## config.mk

```make
export PLATFORM = sky130hd
export DESIGN_NAME = conv_window_gen_flat
export DESIGN_NICKNAME = d
export VERILOG_FILES = /design/src/rtl/cnn_pkg.sv /design/src/rtl/conv_window_gen_if.sv /design/src/rtl/conv_line_buffer.sv /design/src/rtl/conv_window_gen.sv /design/src/flat_wrapper.sv
export SDC_FILE = /design/constraint.sdc
export NUM_CORES = 1
export LEC_CHECK = 0
export CORE_AREA = 2 2 230 232
export CTS_CLUSTER_DIAMETER = 150
export DETAILED_ROUTE_END_ITERATION = 8
export DIE_AREA = 0 0 232 234
export PLACE_DENSITY = 0.68
export SYNTH_ARGS = -nofsm -noshare
export SYNTH_HDL_FRONTEND = slang
export SYNTH_SLANG_ARGS = --single-unit
```

## constraint.sdc

```tcl
create_clock -name clk -period 3.3 [get_ports clk]
set_clock_uncertainty 0.15 [all_clocks]
set_input_delay 0.825 -clock clk [delete_from_list [all_inputs] [get_ports clk]]
set_output_delay 0.825 -clock clk [all_outputs]
set_load 0.05 [all_outputs]
```

## src/rtl/cnn_pkg.sv

```systemverilog
// Constants and helpers shared by the convolution path. The window generator
// and the dot-product stage both use them.
package cnn_pkg;

    localparam int BIT_REP_IN_DEFAULT  = 8;
    localparam int KERNEL_SIZE_DEFAULT = 3;

    // Bit offset of window element (i,j) on the flattened dot-product bus.
    function automatic int win_offset(input int i, input int j, input int k, input int bits);
        return (i * k + j) * bits;
    endfunction

    function automatic int cnt_width(input int n);
        return (n <= 1) ? 1 : $clog2(n);
    endfunction

endpackage

```

## src/rtl/conv_window_gen_if.sv

```systemverilog
// Pixel input stream and window output stream of the sliding-window generator.
// The master side feeds pixels and accepts windows; the slave side is the generator.
interface conv_window_gen_if
    import cnn_pkg::*;
#(
    parameter int K          = KERNEL_SIZE_DEFAULT,
    parameter int BIT_REP_IN = BIT_REP_IN_DEFAULT
);

    logic                      in_valid;
    logic                      in_ready;
    logic [BIT_REP_IN-1:0]     in_data;
    logic                      out_valid;
    logic                      out_ready;
    logic [K*K*BIT_REP_IN-1:0] out_window;
    logic                      out_last;

    modport master (
        output in_valid, in_data, out_ready,
        input  in_ready, out_valid, out_window, out_last
    );

    modport slave (
        input  in_valid, in_data, out_ready,
        output in_ready, out_valid, out_window, out_last
    );

endinterface

```

## src/rtl/conv_line_buffer.sv

```systemverilog
// One image row of delay. The old pixel is read and the new pixel is written
// at the same column address.
module conv_line_buffer
    import cnn_pkg::*;
#(
    parameter int DEPTH = 28,
    parameter int WIDTH = BIT_REP_IN_DEFAULT,
    localparam int AW   = cnt_width(DEPTH)
) (
    input  logic             clk,
    input  logic             we,
    input  logic [AW-1:0]    addr,
    input  logic [WIDTH-1:0] wdata,
    output logic [WIDTH-1:0] rdata
);

    logic [WIDTH-1:0] mem [DEPTH];

    // The read is asynchronous, so rdata shows the pixel from one row
    // earlier until the write commits on the edge.
    assign rdata = mem[addr];

    always_ff @(posedge clk) begin
        if (we) begin
            mem[addr] <= wdata;
        end
    end

endmodule

```

## src/rtl/conv_window_gen.sv

```systemverilog
// Streaming K x K sliding-window generator (stride 1, no padding). It feeds
// the dot-product stage and accepts back-to-back frames.
module conv_window_gen
    import cnn_pkg::*;
#(
    parameter int KERNEL_SIZE = KERNEL_SIZE_DEFAULT,
    parameter int BIT_REP_IN  = BIT_REP_IN_DEFAULT,
    parameter int IMG_W       = 28,
    parameter int IMG_H       = 28
) (
    input  logic             clk,
    input  logic             rst_n,
    conv_window_gen_if.slave bus
);

    localparam int K     = KERNEL_SIZE;
    localparam int W     = BIT_REP_IN;
    localparam int COL_W = cnt_width(IMG_W);
    localparam int ROW_W = cnt_width(IMG_H);

    localparam logic [COL_W-1:0] COL_LAST = COL_W'(IMG_W - 1);
    localparam logic [ROW_W-1:0] ROW_LAST = ROW_W'(IMG_H - 1);
    localparam logic [COL_W-1:0] COL_EMIT = COL_W'(K - 1);
    localparam logic [ROW_W-1:0] ROW_EMIT = ROW_W'(K - 1);

    logic [COL_W-1:0]            col;
    logic [ROW_W-1:0]            row;
    logic                        accept;
    logic                        emit;
    logic                        frame_end;
    logic [K-1:0][K-1:0][W-1:0]  win_q;
    logic [K-1:0][K-1:0][W-1:0]  win_next;
    logic [W-1:0]                lb_rd [K-1];
    logic [K*K*W-1:0]            window_flat;
    logic                        out_valid_q;
    logic                        out_last_q;
    logic [K*K*W-1:0]            out_window_q;

    assign bus.in_ready   = !out_valid_q || bus.out_ready;
    assign bus.out_valid  = out_valid_q;
    assign bus.out_last   = out_last_q;
    assign bus.out_window = out_window_q;

    assign accept    = bus.in_valid && bus.in_ready;
    assign emit      = (row >= ROW_EMIT) && (col >= COL_EMIT);
    assign frame_end = (row == ROW_LAST) && (col == COL_LAST);

    // Chain of row delays. Buffer n holds the row that is n+1 rows older
    // than the incoming pixel.
    for (genvar n = 0; n < K - 1; n++) begin : g_lb
        logic [W-1:0] wdata;
        if (n == 0) begin : g_head
            assign wdata = bus.in_data;
        end else begin : g_tail
            assign wdata = lb_rd[n-1];
        end
        conv_line_buffer #(
            .DEPTH (IMG_W),
            .WIDTH (W)
        ) u_lb (
            .clk   (clk),
            .we    (accept),
            .addr  (col),
            .wdata (wdata),
            .rdata (lb_rd[n])
        );
    end

    // Shift the window one column left. The new rightmost column runs from
    // the oldest buffered row (i=0) down to the incoming pixel.
    always_comb begin
        win_next = win_q;
        for (int i = 0; i < K; i++) begin
            for (int j = 0; j < K - 1; j++) begin
                win_next[i][j] = win_q[i][j+1];
            end
        end
        for (int i = 0; i < K - 1; i++) begin
            win_next[i][K-1] = lb_rd[K-2-i];
        end
        win_next[K-1][K-1] = bus.in_data;
    end

    always_comb begin
        window_flat = '0;
        for (int i = 0; i < K; i++) begin
            for (int j = 0; j < K; j++) begin
                window_flat[win_offset(i, j, K, W) +: W] = win_next[i][j];
            end
        end
    end

    always_ff @(posedge clk or negedge rst_n) begin
        if (!rst_n) begin
            col   <= '0;
            row   <= '0;
            win_q <= '0;
        end else if (accept) begin
            win_q <= win_next;
            if (col == COL_LAST) begin
                col <= '0;
                row <= (row == ROW_LAST) ? '0 : row + 1'b1;
            end else begin
                col <= col + 1'b1;
            end
        end
    end

    // The output register loads only on a complete window. Stale columns
    // at the start of a row are therefore never presented.
    always_ff @(posedge clk or negedge rst_n) begin
        if (!rst_n) begin
            out_valid_q  <= 1'b0;
            out_last_q   <= 1'b0;
            out_window_q <= '0;
        end else if (accept && emit) begin
            out_valid_q  <= 1'b1;
            out_last_q   <= frame_end;
            out_window_q <= window_flat;
        end else if (bus.out_ready) begin
            out_valid_q  <= 1'b0;
            out_last_q   <= 1'b0;
        end
    end

endmodule
```

## src/flat_wrapper.sv

```systemverilog
// flat-port wrapper written by rule: the top's interface ports become plain ports
module conv_window_gen_flat import cnn_pkg::*;
#(
    parameter int KERNEL_SIZE = KERNEL_SIZE_DEFAULT,
    parameter int BIT_REP_IN  = BIT_REP_IN_DEFAULT,
    parameter int IMG_W       = 28,
    parameter int IMG_H       = 28
)
  (clk, rst_n, bus_in_valid, bus_in_data, bus_out_ready, bus_in_ready, bus_out_valid, bus_out_window, bus_out_last);
  conv_window_gen_if #(.BIT_REP_IN(BIT_REP_IN)) bus_i ();
  input  logic clk;
  input  logic rst_n;
  input wire logic [$bits(bus_i.in_valid)-1:0] bus_in_valid;
  input wire logic [$bits(bus_i.in_data)-1:0] bus_in_data;
  input wire logic [$bits(bus_i.out_ready)-1:0] bus_out_ready;
  output wire logic [$bits(bus_i.in_ready)-1:0] bus_in_ready;
  output wire logic [$bits(bus_i.out_valid)-1:0] bus_out_valid;
  output wire logic [$bits(bus_i.out_window)-1:0] bus_out_window;
  output wire logic [$bits(bus_i.out_last)-1:0] bus_out_last;
  assign bus_i.in_valid = bus_in_valid;
  assign bus_i.in_data = bus_in_data;
  assign bus_i.out_ready = bus_out_ready;
  assign bus_in_ready = bus_i.in_ready;
  assign bus_out_valid = bus_i.out_valid;
  assign bus_out_window = bus_i.out_window;
  assign bus_out_last = bus_i.out_last;
  conv_window_gen #(.KERNEL_SIZE(KERNEL_SIZE), .BIT_REP_IN(BIT_REP_IN), .IMG_W(IMG_W), .IMG_H(IMG_H)) u_core (.clk(clk), .rst_n(rst_n), .bus(bus_i));
endmodule
```

# Yosys cells after proc, flatten, opt, wreduce, memory -nomap -nowiden
# Memory sizes are Yosys's and may differ from the RTL's.
# Cells that the tools add are included.
# W data, S select, Z words.
[word_totals]
register_bits = 132
mem_bits_rw = 448
inputBits = 12
mem_count = 2
[classes]
addsub = 2
order_cmp = 2
n_eq_ne = 2
mux = 7
reduce_logical = 8
[mem_list]
columns = ["memory", "words", "word_bits", "read_ports", "rd_clocked_by_memory_dff", "write_ports", "line", "source"]
rows = [
  ["u_core.g_lb[0].u_lb.mem", 28, 8, 1, 0, 1, "conv_line_buffer.sv:17", "logic [WIDTH-1:0] mem [DEPTH];"],
  ["u_core.g_lb[1].u_lb.mem", 28, 8, 1, 0, 1, "conv_line_buffer.sv:17", ""],
]
[op_table]
columns = ["cell", "n"]
rows = [
  ["$add A5 B1 Y5 const B", 2],
  ["$eq A5 B5 Y1 const B", 2],
  ["$ge A5 B2 Y1 const B", 2],
  ["$mux W5", 2],
  ["$mux W1", 5],
  ["$logic_and A1 B1 Y1", 4],
  ["$reduce_and A2 Y1", 1],
  ["$reduce_bool A2 Y1", 1],
  ["$logic_not A1 Y1", 1],
  ["$logic_or A1 B1 Y1", 1],
]

# Longest topological paths before layout
[depth]
depth_word = 5
mapped_depth = 10

# Hierarchy
# Synthesis repeated with hierarchy kept, for this count alone.
[unflattened]
cells_unflattened = 1368
area_unflattened_um2 = 22798.1
[by_module_without_submodules]
columns = ["mod", "n_inst", "cells_each", "area_per_inst_um2", "seq_area_each_um2"]
rows = [
  ["conv_line_buffer", 2, 454, 8799.7, 6726.5],
  ["conv_window_gen", 1, 460, 5198.7, 3303.2],
]

# Worst setup path after synthesis
# Ideal clock, no wire load.
[synth_timing]
path_type = "input-to-reg"
startpoint = "input port bus_out_ready"
endpoint = "memory u_core.g_lb[0].u_lb.mem[0][0] (netlist name) (enable)"
setup_ps = 388
t_arrival_ps = 2789
t_required_ps = 2762
path_slack_ps = -27
stages = 6
path_cell_list = "nand2b_1 > and2_1 > clkbuf_1 > clkbuf_1 > nand2_1 > nor2_1"
[synth_via]
elab_chain_cells = 4
[synth_rtl]
columns = ["item", "line", "source"]
rows = [
  ["start, declared", "flat_wrapper.sv:15", "input wire logic [$bits(bus_i.out_ready)-1:0] bus_out_ready;"],
  ["$logic_or A1 B1 Y1", "conv_window_gen.sv:39", "assign bus.in_ready = !out_valid_q || bus.out_ready;"],
  ["$logic_and A1 B1 Y1", "conv_window_gen.sv:44", "assign accept = bus.in_valid && bus.in_ready;"],
  ["$mux W1", "conv_line_buffer.sv:24", "if (we) begin"],
  ["$mux W1 (not written as such)", "conv_line_buffer.sv:25", "mem[addr] <= wdata;"],
  ["end, declared", "conv_line_buffer.sv:17", ""],
]
# Every way passes these cells.

# Worst setup path after layout
[layout_timing]
startpoint = "register u_core.col[0]"
endpoint = "memory u_core.g_lb[1].u_lb.mem[22][5] (netlist name), data pin"
[layout_via]
elab_chain_cells = 1
[layout_rtl]
columns = ["item", "line", "source"]
rows = [
  ["start, declared", "conv_window_gen.sv:26", "logic [COL_W-1:0] col;"],
  ["start signal, assigned", "conv_window_gen.sv:104", "col <= col + 1'b1;"],
  ["$mem_v2 Z28 W8", "--", ""],
  ["via u_core.g_lb[0].u_lb.rdata[5]", "conv_line_buffer.sv:14", "output logic [WIDTH-1:0] rdata"],
  ["end, declared", "conv_line_buffer.sv:17", ""],
]
# The timed path passes the listed nets, and every way through them passes these cells.

==> results_dict.tcl <==
set metrics [dict create \
    fin_area_um2 27000 \
    grt_max_degree 74 \
    io_buffers 86 \
    crit_required_ns 3.49 \
    crit_type "register to register" \
    layout_commonest_cell "edfxtp_1" \
    drv_cap 0 \
    cts_buffers 57 \
    cts_tree "done" \
    cts.sinks 580 \
    finalCritPeriodShare_pct 89.0 \
    grt_pass1_wl_mm 79.6 \
    clkLatencyLatePin_ns 0.62 \
    max_clock_freq_ghz 0.341 \
    end_kind "register" \
    cts_setup_buffers 0 \
    clk_pin_slew_ns 0.07 \
    dieArea_um2 54300 \
    cts.repair.resized 0 \
    dp_hpwl_mm 34.4 \
    syn-instance-count 1302 \
    postPlaceCellArea_um2 25000 \
    post_drt_wl_per_cell_um 24.0 \
    grt_pass1_vias 12400 \
    syn_avg_cell_area_um2 17.3 \
    multi_input_area_um2 5260 \
    die_y_um 234 \
    remaining_drc_errors 0 \
    yosysUniqueCellTypes 56 \
    synth_edf_count 448 \
    num_rows 84 \
    dr.first_iter.drc_count 1249 \
    ir_drop_mv 0.544 \
    fill_cells 4194 \
    synth_warnings 0 \
    p_leak_nw 9.88 \
    core_area_um2 52000 \
    grt_antenna_before_repair 0 \
    syn-num-nets 1320 \
    synth_top_area_share_pct 59.7 \
    final_cell_mix "edfxtp_1 (448), mux2i_1 (183), dfrtp_1 (130)" \
    place_inst 2126 \
    dieWidth_um 232 \
    vias 12300 \
    fin_cells 2232 \
    drive_gt1_share_pct 20.5 \
    synth_area_um2 22500 \
    worst-path-max-fanout 28 \
    timing.hold.ws_ns 0.0274 \
    synth_seq_area_share_pct 74.4 \
    drv_slew 0 \
    worstMarginPinSlew_ns 0.847 \
    outcome "finished, final reports clean" \
    nNetsFinal 1515 \
    grt_use_total_pct 20.0 \
    cts_hold_buf 0 \
    setup_viol 0 \
    viasPerCell 5.50 \
    cts_buffer_depth 3 \
    grt-ovfl-total 0 \
    synthArstFlopShare_pct 22.8 \
    arrival_ns 3.12 \
    critPathLaunchType "register" \
    regArea_um2 16800 \
    ant_nets 0 \
    totalNegativeSetupSlack_ns 0 \
    final_core_util_pct 51.9 \
    first_pass_iters 5 \
    hold_viol 0 \
    htree_levels 2 \
    hold_path.class "primary input to asynchronous set/reset pin" \
    powerDensity_nw_per_um2 1020 \
    n_antenna_cell 0 \
    yosysTopAreaCell "edfxtp_1" \
    ios 87 \
    root_buffer "clkbuf_16" \
    period_needed_ns 2.94 \
    rsz0062_at_grt "no" \
    ys.flop_type "edfxtp_1" \
    slew_headroom_pct 43.3 \
    gp_congestion 0.857 \
    synth_seq_cells 580 \
    start_util_pct 43.3 \
    area_delta_synth_final_pct 19.9 \
    synth.area.top_cells "edfxtp_1 (60%), dfrtp_1 (15%), mux2i_1 (8.1%), mux2_2 (3.4%), o22ai_1 (2.4%)" \
    wl_mm 53.5 \
    reg2reg_depth 7 \
]
-- stage by stage --
step	setup WS [ns]	power, mW
after floorplan	-0.0275	16.8
after global placement	0.294	20.7
after detailed placement	0.257	20.9
after CTS	0.436	27.7
after global routing	0.322	28.6
final	0.364	27.5
-- cells by family (layout without fill, tap and decap cells) --
logic type,count (synthesis),after routing,share of synthesized area (%)
muxes,285,285,14.4
xor gates and xnor gates,1,1,0.0389
DFF,580,580,74.4
adders and majority gates,6,6,0.333
buffers and inverters,78,320,2.25
and+or+nand+nor,222,222,4.85
AOI/OAI and AO/OA,130,130,3.71
-- report_power, final --
part	total (mW)	switching, mW	internal, mW
Sequential	10.8	0.636	10.1
Clock	6.72	2.74	3.98
Combinational	10.0	6.33	3.67
-- Yosys cell counts (3+ instances only) --
master,count
mux2_1,7
nor4_1,12
buf_4,6
and3_1,8
or3_1,6
nand2b_1,3
dfrtp_1,132
a211oi_1,9
a31oi_1,13
a211o_1,3
o22ai_1,85
or4b_1,3
buf_6,16
ha_1,6
clkbuf_1,14
mux2_2,69
buf_2,30
nand3_1,7
inv_1,6
mux2i_1,183
nand2_1,121
o21ai_0,9
a21oi_1,4
mux2_4,3
edfxtp_1,448
mux4_2,23
nor2b_1,3
nor2_1,37
nand4bb_1,3
-- worst paths after layout --
| path | from | end | slack, ns |
|---|---|---|---|
| min in group clk | u_core.win_next[1] | u_core.win_next[1] | 0.32 |
| hold reg to reg | u_core.win_next[1] | u_core.win_next[1] | 0.32 |
| setup / recovery | u_core.col[0] | u_core.g_lb[1].u_lb.mem[22][5] | 0.36 |
| max in group asynchronous | rst_n | u_core.bus.out_window[63] | 2.28 |
| hold / removal | rst_n | u_core.bus.out_window[2] | 0.03 |
| setup reg to reg | u_core.col[0] | u_core.g_lb[1].u_lb.mem[22][5] | 0.36 |
-- worst max-delay path, cell delays in order (launching register included) --
cell,delay [ns]
dfrtp_2,0.49
buf_4,0.25
nand4bb_1,0.38
o22ai_1,0.28
nor4_1,0.58
buf_4,0.22
nand2_1,0.09
buf_12,0.19
-- flip-flops by register name, summed over array words and instances, names as in the netlist --
signal                 flops
u_core.g_lb.u_lb.mem     448
u_core.bus.out_window     72
u_core.win_next           48
u_core.col                 5
u_core.row                 5
u_core.bus.out_last        1
u_core.bus.out_valid       1
-- layer usage --
metal  vias up  routed length [µm]  track usage, %
met4         0                1570            7.01
li1       5441                   -               -
met2       522               24500            31.6
met3       104                4400            4.34
met1      6217               23000            27.7
met5         -                   0               0
-- layout make-up --
type                    count  share of cell area [%]
multi-input cells         644                    19.5
flip-flops and latches    580                    62.1
well taps                 688                    3.19
clock inverters            39                    1.78
clock buffers              67                    5.46
repair buffers            207                    7.89
inverters                   7                  0.0973
(Power assumes the default switching activity.)
